### config.mk
export PLATFORM = sky130hd
export DESIGN_NAME = cp_rd_dt_conv
export DESIGN_NICKNAME = d
export VERILOG_FILES = /design/src/rtl/cp_rd_pkg.sv /design/src/rtl/cp_rd_word_mux.sv /design/src/rtl/cp_rd_dt_conv.sv
export SDC_FILE = /design/constraint.sdc
export NUM_CORES = 1
export LEC_CHECK = 0
export BUFFER_PORTS_ARGS = -buffer_cell sky130_fd_sc_hd__buf_2
export CAP_MARGIN = 15
export CELL_PAD_IN_SITES_DETAIL_PLACEMENT = 1
export CELL_PAD_IN_SITES_GLOBAL_PLACEMENT = 2
export CORE_MARGIN = 1.5
export CORE_UTILIZATION = 35
export DETAILED_ROUTE_END_ITERATION = 8
export PLACE_DENSITY_LB_ADDON = 0.12
export RECOVER_POWER = 100
export SETUP_SLACK_MARGIN = 0.5
export SLEW_MARGIN = 20
export SYNTH_ARGS = -nofsm -noshare
export SYNTH_HDL_FRONTEND = slang
export SYNTH_SLANG_ARGS = --single-unit
### constraint.sdc
create_clock -name iClk -period 3.4 [get_ports iClk]
set_input_delay 0.17 -clock iClk [delete_from_list [all_inputs] [get_ports iClk]]
set_output_delay 0.17 -clock iClk [all_outputs]
set_load 0.01 [all_outputs]
### src/rtl/cp_rd_pkg.sv
// Shared widths, FSM encoding and lane-select helper for the CpOutBuf read-side converter.
package cp_rd_pkg;

  localparam int ADDR_W      = 9;
  localparam int DATA_W      = 32;
  localparam int LINE_W      = 4 * DATA_W;
  localparam int LINE_ADDR_W = ADDR_W - 2;

  typedef enum logic {
    IDLE = 1'b0,
    WAIT = 1'b1
  } state_t;

  // Lane 0 is the least significant word, matching the write-side lane order.
  function automatic logic [DATA_W-1:0] word_sel(input logic [LINE_W-1:0] line,
                                                 input logic [1:0]        idx);
    logic [DATA_W-1:0] w;
    case (idx)
      2'd0:    w = line[0*DATA_W +: DATA_W];
      2'd1:    w = line[1*DATA_W +: DATA_W];
      2'd2:    w = line[2*DATA_W +: DATA_W];
      default: w = line[3*DATA_W +: DATA_W];
    endcase
    return w;
  endfunction

endpackage

### src/rtl/cp_rd_word_mux.sv
// Combinational 4:1 word select out of a 128-bit line.
module cp_rd_word_mux
  import cp_rd_pkg::*;
(
  input  logic [LINE_W-1:0] iLine,
  input  logic [1:0]        iIdx,
  output logic [DATA_W-1:0] oWord
);

  assign oWord = word_sel(iLine, iIdx);

endmodule

### src/rtl/cp_rd_dt_conv.sv
// Converts 32-bit OutBuf word reads into 128-bit CpOutBuf line reads,
// keeping one fetched line so consecutive same-line reads skip the buffer.
module cp_rd_dt_conv
  import cp_rd_pkg::*;
#(
  parameter int RD_LAT = 1
) (
  input  logic                   iClk,
  input  logic                   iRst,
  input  logic                   iRdEn_OutBuf,
  input  logic [ADDR_W-1:0]      iRdAddr_OutBuf,
  output logic                   oRdBusy_OutBuf,
  output logic                   oRdVld_OutBuf,
  output logic [DATA_W-1:0]      oRdDt_OutBuf,
  output logic                   oRdEn_CpOutBuf,
  output logic [LINE_ADDR_W-1:0] oRdAddr_CpOutBuf,
  input  logic [LINE_W-1:0]      iRdDt_CpOutBuf,
  input  logic                   iLineInv
);

  localparam logic [1:0] LAT_LAST = 2'(RD_LAT - 1);

  state_t                  stateReg, stateNext;
  logic [1:0]              latCntReg;
  logic [LINE_W-1:0]       lineReg;
  logic                    lineVldReg;
  logic [LINE_ADDR_W-1:0]  lineAddrReg;
  logic [LINE_ADDR_W-1:0]  pendAddrReg;
  logic [1:0]              wordIdxReg;
  logic                    invPendReg;
  logic                    rdVldReg;
  logic [DATA_W-1:0]       rdDtReg;

  logic                    accept, hit, miss, capture;
  logic [LINE_ADDR_W-1:0]  reqLine;
  logic [1:0]              reqIdx;
  logic [DATA_W-1:0]       hitWord, capWord;

  assign reqLine = iRdAddr_OutBuf[ADDR_W-1:2];
  assign reqIdx  = iRdAddr_OutBuf[1:0];

  // Same lane select serves the held line (hit) and the returning line (capture).
  cp_rd_word_mux uHitMux (
    .iLine (lineReg),
    .iIdx  (reqIdx),
    .oWord (hitWord)
  );

  cp_rd_word_mux uCapMux (
    .iLine (iRdDt_CpOutBuf),
    .iIdx  (wordIdxReg),
    .oWord (capWord)
  );

  always_ff @(posedge iClk) begin
    if (iRst) stateReg <= IDLE;
    else      stateReg <= stateNext;
  end

  always_comb begin
    stateNext        = stateReg;
    accept           = iRdEn_OutBuf && (stateReg == IDLE) && !iRst;
    hit              = accept && lineVldReg && (reqLine == lineAddrReg) && !iLineInv;
    miss             = accept && !hit;
    capture          = (stateReg == WAIT) && (latCntReg == LAT_LAST);
    oRdBusy_OutBuf   = (stateReg == WAIT);
    oRdEn_CpOutBuf   = miss;
    oRdAddr_CpOutBuf = miss ? reqLine : '0;
    case (stateReg)
      IDLE:    if (miss)    stateNext = WAIT;
      WAIT:    if (capture) stateNext = IDLE;
      default: stateNext = IDLE;
    endcase
  end

  always_ff @(posedge iClk) begin
    if (iRst) begin
      latCntReg   <= '0;
      lineReg     <= '0;
      lineVldReg  <= 1'b0;
      lineAddrReg <= '0;
      pendAddrReg <= '0;
      wordIdxReg  <= '0;
      invPendReg  <= 1'b0;
      rdVldReg    <= 1'b0;
      rdDtReg     <= '0;
    end else begin
      rdVldReg <= 1'b0;
      if (hit) begin
        rdVldReg <= 1'b1;
        rdDtReg  <= hitWord;
      end
      // The held line is being replaced, so it stops serving hits right away.
      if (miss) begin
        lineVldReg  <= 1'b0;
        pendAddrReg <= reqLine;
        wordIdxReg  <= reqIdx;
        invPendReg  <= 1'b0;
        latCntReg   <= '0;
      end else if (stateReg == IDLE && iLineInv) begin
        lineVldReg <= 1'b0;
      end
      if (stateReg == WAIT) begin
        latCntReg <= latCntReg + 2'd1;
        if (iLineInv) invPendReg <= 1'b1;
      end
      // A write seen during the fetch makes the captured line stale for later hits.
      if (capture) begin
        lineReg     <= iRdDt_CpOutBuf;
        lineAddrReg <= pendAddrReg;
        lineVldReg  <= !(invPendReg || iLineInv);
        latCntReg   <= '0;
        rdVldReg    <= 1'b1;
        rdDtReg     <= capWord;
      end
    end
  end

  assign oRdVld_OutBuf = rdVldReg;
  assign oRdDt_OutBuf  = rdDtReg;

endmodule

# After elaboration in Yosys (flattened, before gate mapping)
# Index checks and enable logic that the tools add are counted.
dict set report word_totals {
  out_inout_bits 42
  ff_bits 182
}
dict set report op_classes {
  bitwise_logic 1
  n_addsub 1
  eq_ne 5
  n_reduce_logical 20
  n_mux 18
}
# operator n
set op_table {}
lappend op_table {{32-bit one-hot mux with 3 select lines} 2}
lappend op_table {{32-bit 2-to-1 mux} 2}
lappend op_table {{1-bit 2-to-1 mux} 10}
lappend op_table {{1-bit logical AND} 8}
lappend op_table {{7-bit equality test} 1}
lappend op_table {{7-bit 2-to-1 mux} 1}
lappend op_table {{2-bit logical NOT} 3}
lappend op_table {{2-bit by 1-bit equality test with 1-bit output (second input constant)} 2}
lappend op_table {{2-bit equality test (second input constant)} 2}
lappend op_table {{1-bit logical NOT} 4}
lappend op_table {{2-bit 2-to-1 mux} 2}
lappend op_table {{2-bit nonzero test} 2}
lappend op_table {{3-bit nonzero test} 1}
lappend op_table {{2-bit by 1-bit adder with 2-bit output (second input constant)} 1}
lappend op_table {{1-bit one-hot mux with 2 select lines} 1}
lappend op_table {{2-bit OR reduction} 1}
lappend op_table {{1-bit logical OR} 1}
lappend op_table {{1-bit inverter} 1}

# Depth between registers and ports, before layout
dict set report logic_depth {
  word_depth 11
  ltp_mapped 8
  mapped_depth_nobuf 6
}

# Modules after synthesis
# A second synthesis with hierarchy kept.
dict set report hier_totals {
  cells_unflattened 884
  hier_area_um2 8324.2
}
# mod cells_per_inst n_inst area_per_inst_um2 seq_area_each_um2
set by_module_without_submodules {}
lappend by_module_without_submodules {cp_rd_dt_conv 806 1 6695.2 3643.5}
lappend by_module_without_submodules {cp_rd_word_mux 39 2 814.5 0.0}

# Worst setup path after synthesis
# No wires, ideal clock.
dict set report synth_timing {
  path_kind {reg-to-reg}
  start {reg stateReg, in the netlist oRdBusy_OutBuf}
  end {reg rdDtReg[10], in the netlist oRdDt_OutBuf[10]}
  t_arrival_ns 1.648
  setup_ns 0.086
  period_less_slack_ns 1.734
  slack_ns 1.666
  path_stages_with_launch 8
  path_cell_list {dfxtp_1 -> buf_6 -> or3b_4 -> nand4b_1 -> buf_6 -> buf_12 -> mux2i_1 -> a211oi_1}
}
dict set report synth_between {
  elab_chain_len 7
  elab_cells_between_ends 9
  classes_between {1 x mux; 1 x bitwise; 7 x reduce/logical}
}
# element line
set synth_lines {}
lappend synth_lines {{start: declaration} cp_rd_dt_conv.sv:23} ;# state_t stateReg, stateNext;
lappend synth_lines {{start signal: assignment} cp_rd_dt_conv.sv:57} ;# else stateReg <= stateNext;
lappend synth_lines {{1-bit inverter} cp_rd_dt_conv.sv:62} ;# accept = iRdEn_OutBuf && (stateReg == IDLE) && !iRst;
lappend synth_lines {{1-bit logical AND (2 in a row)} cp_rd_dt_conv.sv:62}
lappend synth_lines {{1-bit logical AND (3 in a row)} cp_rd_dt_conv.sv:63} ;# hit = accept && lineVldReg && (reqLine == lineAddrReg) && !iLineInv;
lappend synth_lines {{2-bit nonzero test (no source line)} --}
lappend synth_lines {{end signal: assignment} cp_rd_dt_conv.sv:91} ;# rdDtReg <= hitWord;
lappend synth_lines {{end signal: assignment} cp_rd_dt_conv.sv:114} ;# rdDtReg <= capWord;
lappend synth_lines {{end: declaration} cp_rd_dt_conv.sv:32} ;# logic [DATA_W-1:0] rdDtReg;
# Several ways; a longest one is shown, not always the timed one.
# A chain may end at the register's enable or synchronous reset.

# Final worst setup path
dict set report layout_timing {
  start {reg latCntReg[0]}
  end {reg rdDtReg[4], in the netlist oRdDt_OutBuf[4]}
}
dict set report layout_between {
  elab_chain_len 3
  elab_cells_between_ends 4
  classes_between {1 x mux; 3 x reduce/logical}
}
# element line
set layout_lines {}
lappend layout_lines {{start: declaration} cp_rd_dt_conv.sv:24} ;# logic [1:0] latCntReg;
lappend layout_lines {{start signal: assignment} cp_rd_dt_conv.sv:104} ;# latCntReg <= latCntReg + 2'd1;
lappend layout_lines {{2-bit logical NOT *} cp_rd_dt_conv.sv:65} ;# capture = (stateReg == WAIT) && (latCntReg == LAT_LAST);
lappend layout_lines {{1-bit logical AND *} cp_rd_dt_conv.sv:65}
lappend layout_lines {{32-bit 2-to-1 mux or 2-bit nonzero test (tied branches)} --}
# Mark *: on every way between the ends. The rest lies on a longest branch, timed or not.

==> run summary <==
The CTS buffer count came out at 17. The worst hold path terminates at lineReg[115]$_SDFFE_PP0P_. The area occupied by registers was 3650 um^2. The number of placed instances, taps included, is 1325. The worst setup path is launched from a flip-flop.

After synthesis, flip-flops and latches occupy 44.1% of the total area. TritonCTS built the clock tree. In this run the tool buffered the top-level ports with 182 buffer cells.

The synthesized netlist occupies a cell area of 8260 um^2. After legalization and detailed placement, the total HPWL measured 15200 um. The library cell used most frequently in the layout, excluding fill and tap cells, is nand2_1. Setup violations remaining at the end of the flow were counted as 0. After synthesis, the mean cell area works out to 9.31 um^2. The first global-routing pass estimated 39600 um of wire.

The tools report the number of instances in the synthesized netlist as 888. Sorting the synthesized cells by area gives the leading types as dfxtp_1 44%, mux4_2 17%, nand2_1 12%. Wires add up to 24900 um. The run gives 0 as the initial antenna violation count. Final critical-path required period: 2.65 ns. The checks that failed: capacitance limit, slew limit. In this run the tightest slew margin relative to its limit is -4.91%. In this run the clock root is driven by a clkbuf_16. The tools report the number of warnings printed during yosys synthesis as 0. The required time of the critical path was 3.73 ns.

The run gives 0 as the number of remaining DRC errors. IR analysis of the VDD net gives a maximum drop of 0.302 mV. After the last flow step, the layout net total stands at 1280. The top achievable clock speed was 378 MHz; the hold violation total from the final report was 0.

The initial utilization of the core area, before any placement, comes to 35.4%. At the later pin of the worst-skew pair, clock insertion delay measures 0.43 ns. In the final timing run, aggregate negative setup slack is 0 ns.

Once the clock tree was built, the resizer swapped 0 gates to a different size. The share of the clock period used by the worst path after layout came out at 77.9%. The flow ran to the end, but the final reports show violations. The count of nets left with antenna violations once routing finished came out at 0. The total iterations of the first detailed-routing run is 4, and the routability congestion estimate from global placement is 0.726. After floorplanning, the core was sized to cover 23300 um^2.

Sequential cells account for 46.2% of the total power. The run gives 1 as the max-capacitance violation count. Dividing total power by cell area gives a power density of 444 nW/um^2. The number of setup buffers added after CTS is 0. At the worst endpoint, the arrival time is 2.98 ns. The clock tree synthesis step divided the H-tree into 4 levels. Measured in cells, the most critical reg-to-reg path has a length of 6. In the final routed layout, each cell accounts on average for 17.0 um. At the pin with the least slew margin, the transition time is 1.57 ns.

Setup repair after global routing left no endpoint under its margin. Internal power consumption: 3.66 mW. Along the worst hold path, the cell count comes to 3. Of all nets on the critical path, the largest fanout is 79. Number of max-slew violations in the final report: 79. In this run the power spent charging and discharging nets is 1.24 mW. For this design, the CTS-stage hold fixing added 111 buffers. The count of antenna diodes in the layout was 0. The filler cells instantiated in the layout total 2723.

The die is 157 um tall. The worst hold path belongs to the class in2reg. The tools report the register-to-register setup slack as 0.75 ns. During I/O placement, the number of pins put on the boundary was 183. In this run, synthesis produced a sequential element count of 182. In the routed layout, each cell is associated on average with a via count of 4.96. The netlist uses 29 different library cells. The clock net in this run drives a total of 182 sinks.

After the first detailed-routing iteration, the DRC count stood at 331. When the netlist entered floorplanning its net count stood at 1030. The total global-route track usage is 20.8%. The ratio of cells with drive above 1 in the final layout works out to 22.4%. In the layout the commonest cells are 271 x nand2_1, 180 x dfxtp_1, 143 x buf_2, 140 x a21oi_1, 113 x dlygate4sd3_1.

Measured along the x axis, the die boundary spans 157 um. Count of non-filler cells in the finished layout: 1469. The worst register-to-register path begins at latCntReg[0]$_SDFFE_PP0P_.

Summed over all instances, the cell type with the most area after synthesis is dfxtp_1. The die covers 24500 um^2. For the aggregate global routing overflow, the log shows 0.

The endpoint of the worst register-to-register path is oRdDt_OutBuf[4]$_SDFFE_PP0P_. The worst setup path is captured at a flip-flop. The type of the worst setup path is reg2reg. After clock tree synthesis, the clock-pin slew on the worst setup and hold paths is 0.07 ns. Across all layers, the routed design uses 7283 vias. For this design the static power due to leakage is 4.22 nW.

The largest net degree at the start of global routing was 87. The tools report the final core area utilization as 47.3%. For the maximum buffer depth of the clock tree, the log shows 2. The multi-input combinational cells in the finished layout cover a total of 4220 um^2. The net switching share of the total power was 25.2%; the area overhead of the layout relative to synthesis was 33.5%.

The cell row count was 56; the via count of the first global-routing pass was 7505. The startpoint of the tightest hold check path is iRdDt_CpOutBuf[115]. Per report_power, the combinational group accounts for 12.6% of the total. Worst clock skew: 0.0147 ns.

The clock network accounts for 41.2% of the total power. The top cell type by area accounts for 44.1% of the synthesized area.
==> state kept, by name, summed over array words and instances, names as in the netlist <==
name / count
invPendReg: 1
pendAddrReg: 7
oRdBusy_OutBuf: 1
lineAddrReg: 7
wordIdxReg: 2
oRdVld_OutBuf: 1
lineVldReg: 1
latCntReg: 2
oRdDt_OutBuf: 32
lineReg: 128
==> stage by stage <==
stage               worst slack [ns]  hold WS (ns)  total power, mW  area (um^2)
floorplan                       1.67         0.306             2.61         8260
global placement                1.13         0.426             2.83         9380
detailed placement              1.10         0.429             2.84         9380
CTS                            0.804      0.000550             4.97        11100
global route                   0.494       0.00505             5.12        11000
finish                         0.752        0.0104             4.90        11000
==> worst max-delay path by stage <==
stage                                    from                             to  slack [ns]  cells past startpoint
floorplan           oRdBusy_OutBuf$_SDFF_PP0_  oRdDt_OutBuf[10]$_SDFFE_PP0P_        1.67                      7
global placement                         iRst     wordIdxReg[1]$_SDFFE_PP0P_        1.13                      4
detailed placement                       iRst      latCntReg[0]$_SDFFE_PP0P_        1.10                      4
CTS                 oRdBusy_OutBuf$_SDFF_PP0_            oRdAddr_CpOutBuf[5]        0.80                      4
global route        latCntReg[0]$_SDFFE_PP0P_   oRdDt_OutBuf[4]$_SDFFE_PP0P_        0.49                      6
finish              latCntReg[0]$_SDFFE_PP0P_   oRdDt_OutBuf[4]$_SDFFE_PP0P_        0.75                      6
==> layout make-up <==
type	instances	area share (%)
Inverter	5	0.170
Timing Repair Buffer	311	19.5
Clock inverter	12	1.28
Multi-Input combinational cell	621	38.2
Sequential cell	182	33.0
Clock buffer	19	4.11
Tap cell	319	3.62
==> power by group through the flow <==
stage	logic, mW	registers [mW]	clock network, mW
after floorplan	0.315	2.30	0
after global placement	0.525	2.31	0
after detailed placement	0.530	2.31	0
after CTS	0.630	2.26	2.08
after global routing	0.678	2.27	2.17
final	0.617	2.26	2.02
==> cell families (layout without fill, tap and decap cells) <==
group,Yosys count,after routing,share of synthesized area [%]
AO/OA/AOI/OAI,177,177,12.2
adder cells (fa/ha/maj),1,1,0.151
buffers and inverters,85,347,4.91
XOR/XNOR,6,6,0.636
flip-flops,182,182,44.1
AND/OR/NAND/NOR,332,332,15.6
multiplexers,105,105,22.4
==> synthesized netlist by cell type <==
cell type and instances:
a2111oi_4 1, a211oi_1 32, a21oi_1 140, a31oi_2 1, and2_1 7, and2_2 1, buf_1 2, buf_12 3
buf_2 15, buf_4 1, buf_6 2, clkbuf_1 57, dfxtp_1 182, ha_1 1, inv_1 5, mux2i_1 41
mux4_2 64, nand2_1 272, nand2b_1 1, nand3_1 2, nand4b_1 1, nor2_1 44, o2111a_1 1, o21ai_0 1
o31a_1 1, or3_1 3, or3b_4 1, xnor2_1 1, xor2_1 5
==> worst max-delay path, cell delays in order, from the launching register on <==
cell and delay, ns:
dfxtp_1 0.32, inv_1 0.06, ha_1 0.24, nand2_2 1.09, clkbuf_1 0.48, nor2_1 0.11
a211oi_1 0.21
==> metal layers <==
layer / vias to the layer above / global-route usage [%] / share of wire (%)
met5: - / 0 / 0
met4: 0 / 4.26 / 0.82
met3: 19 / 3.99 / 3.3
met2: 145 / 35.7 / 50
met1: 3551 / 27.2 / 46
li1: 3568 / - / -
Note: power is estimated with default switching activity, not from simulation.
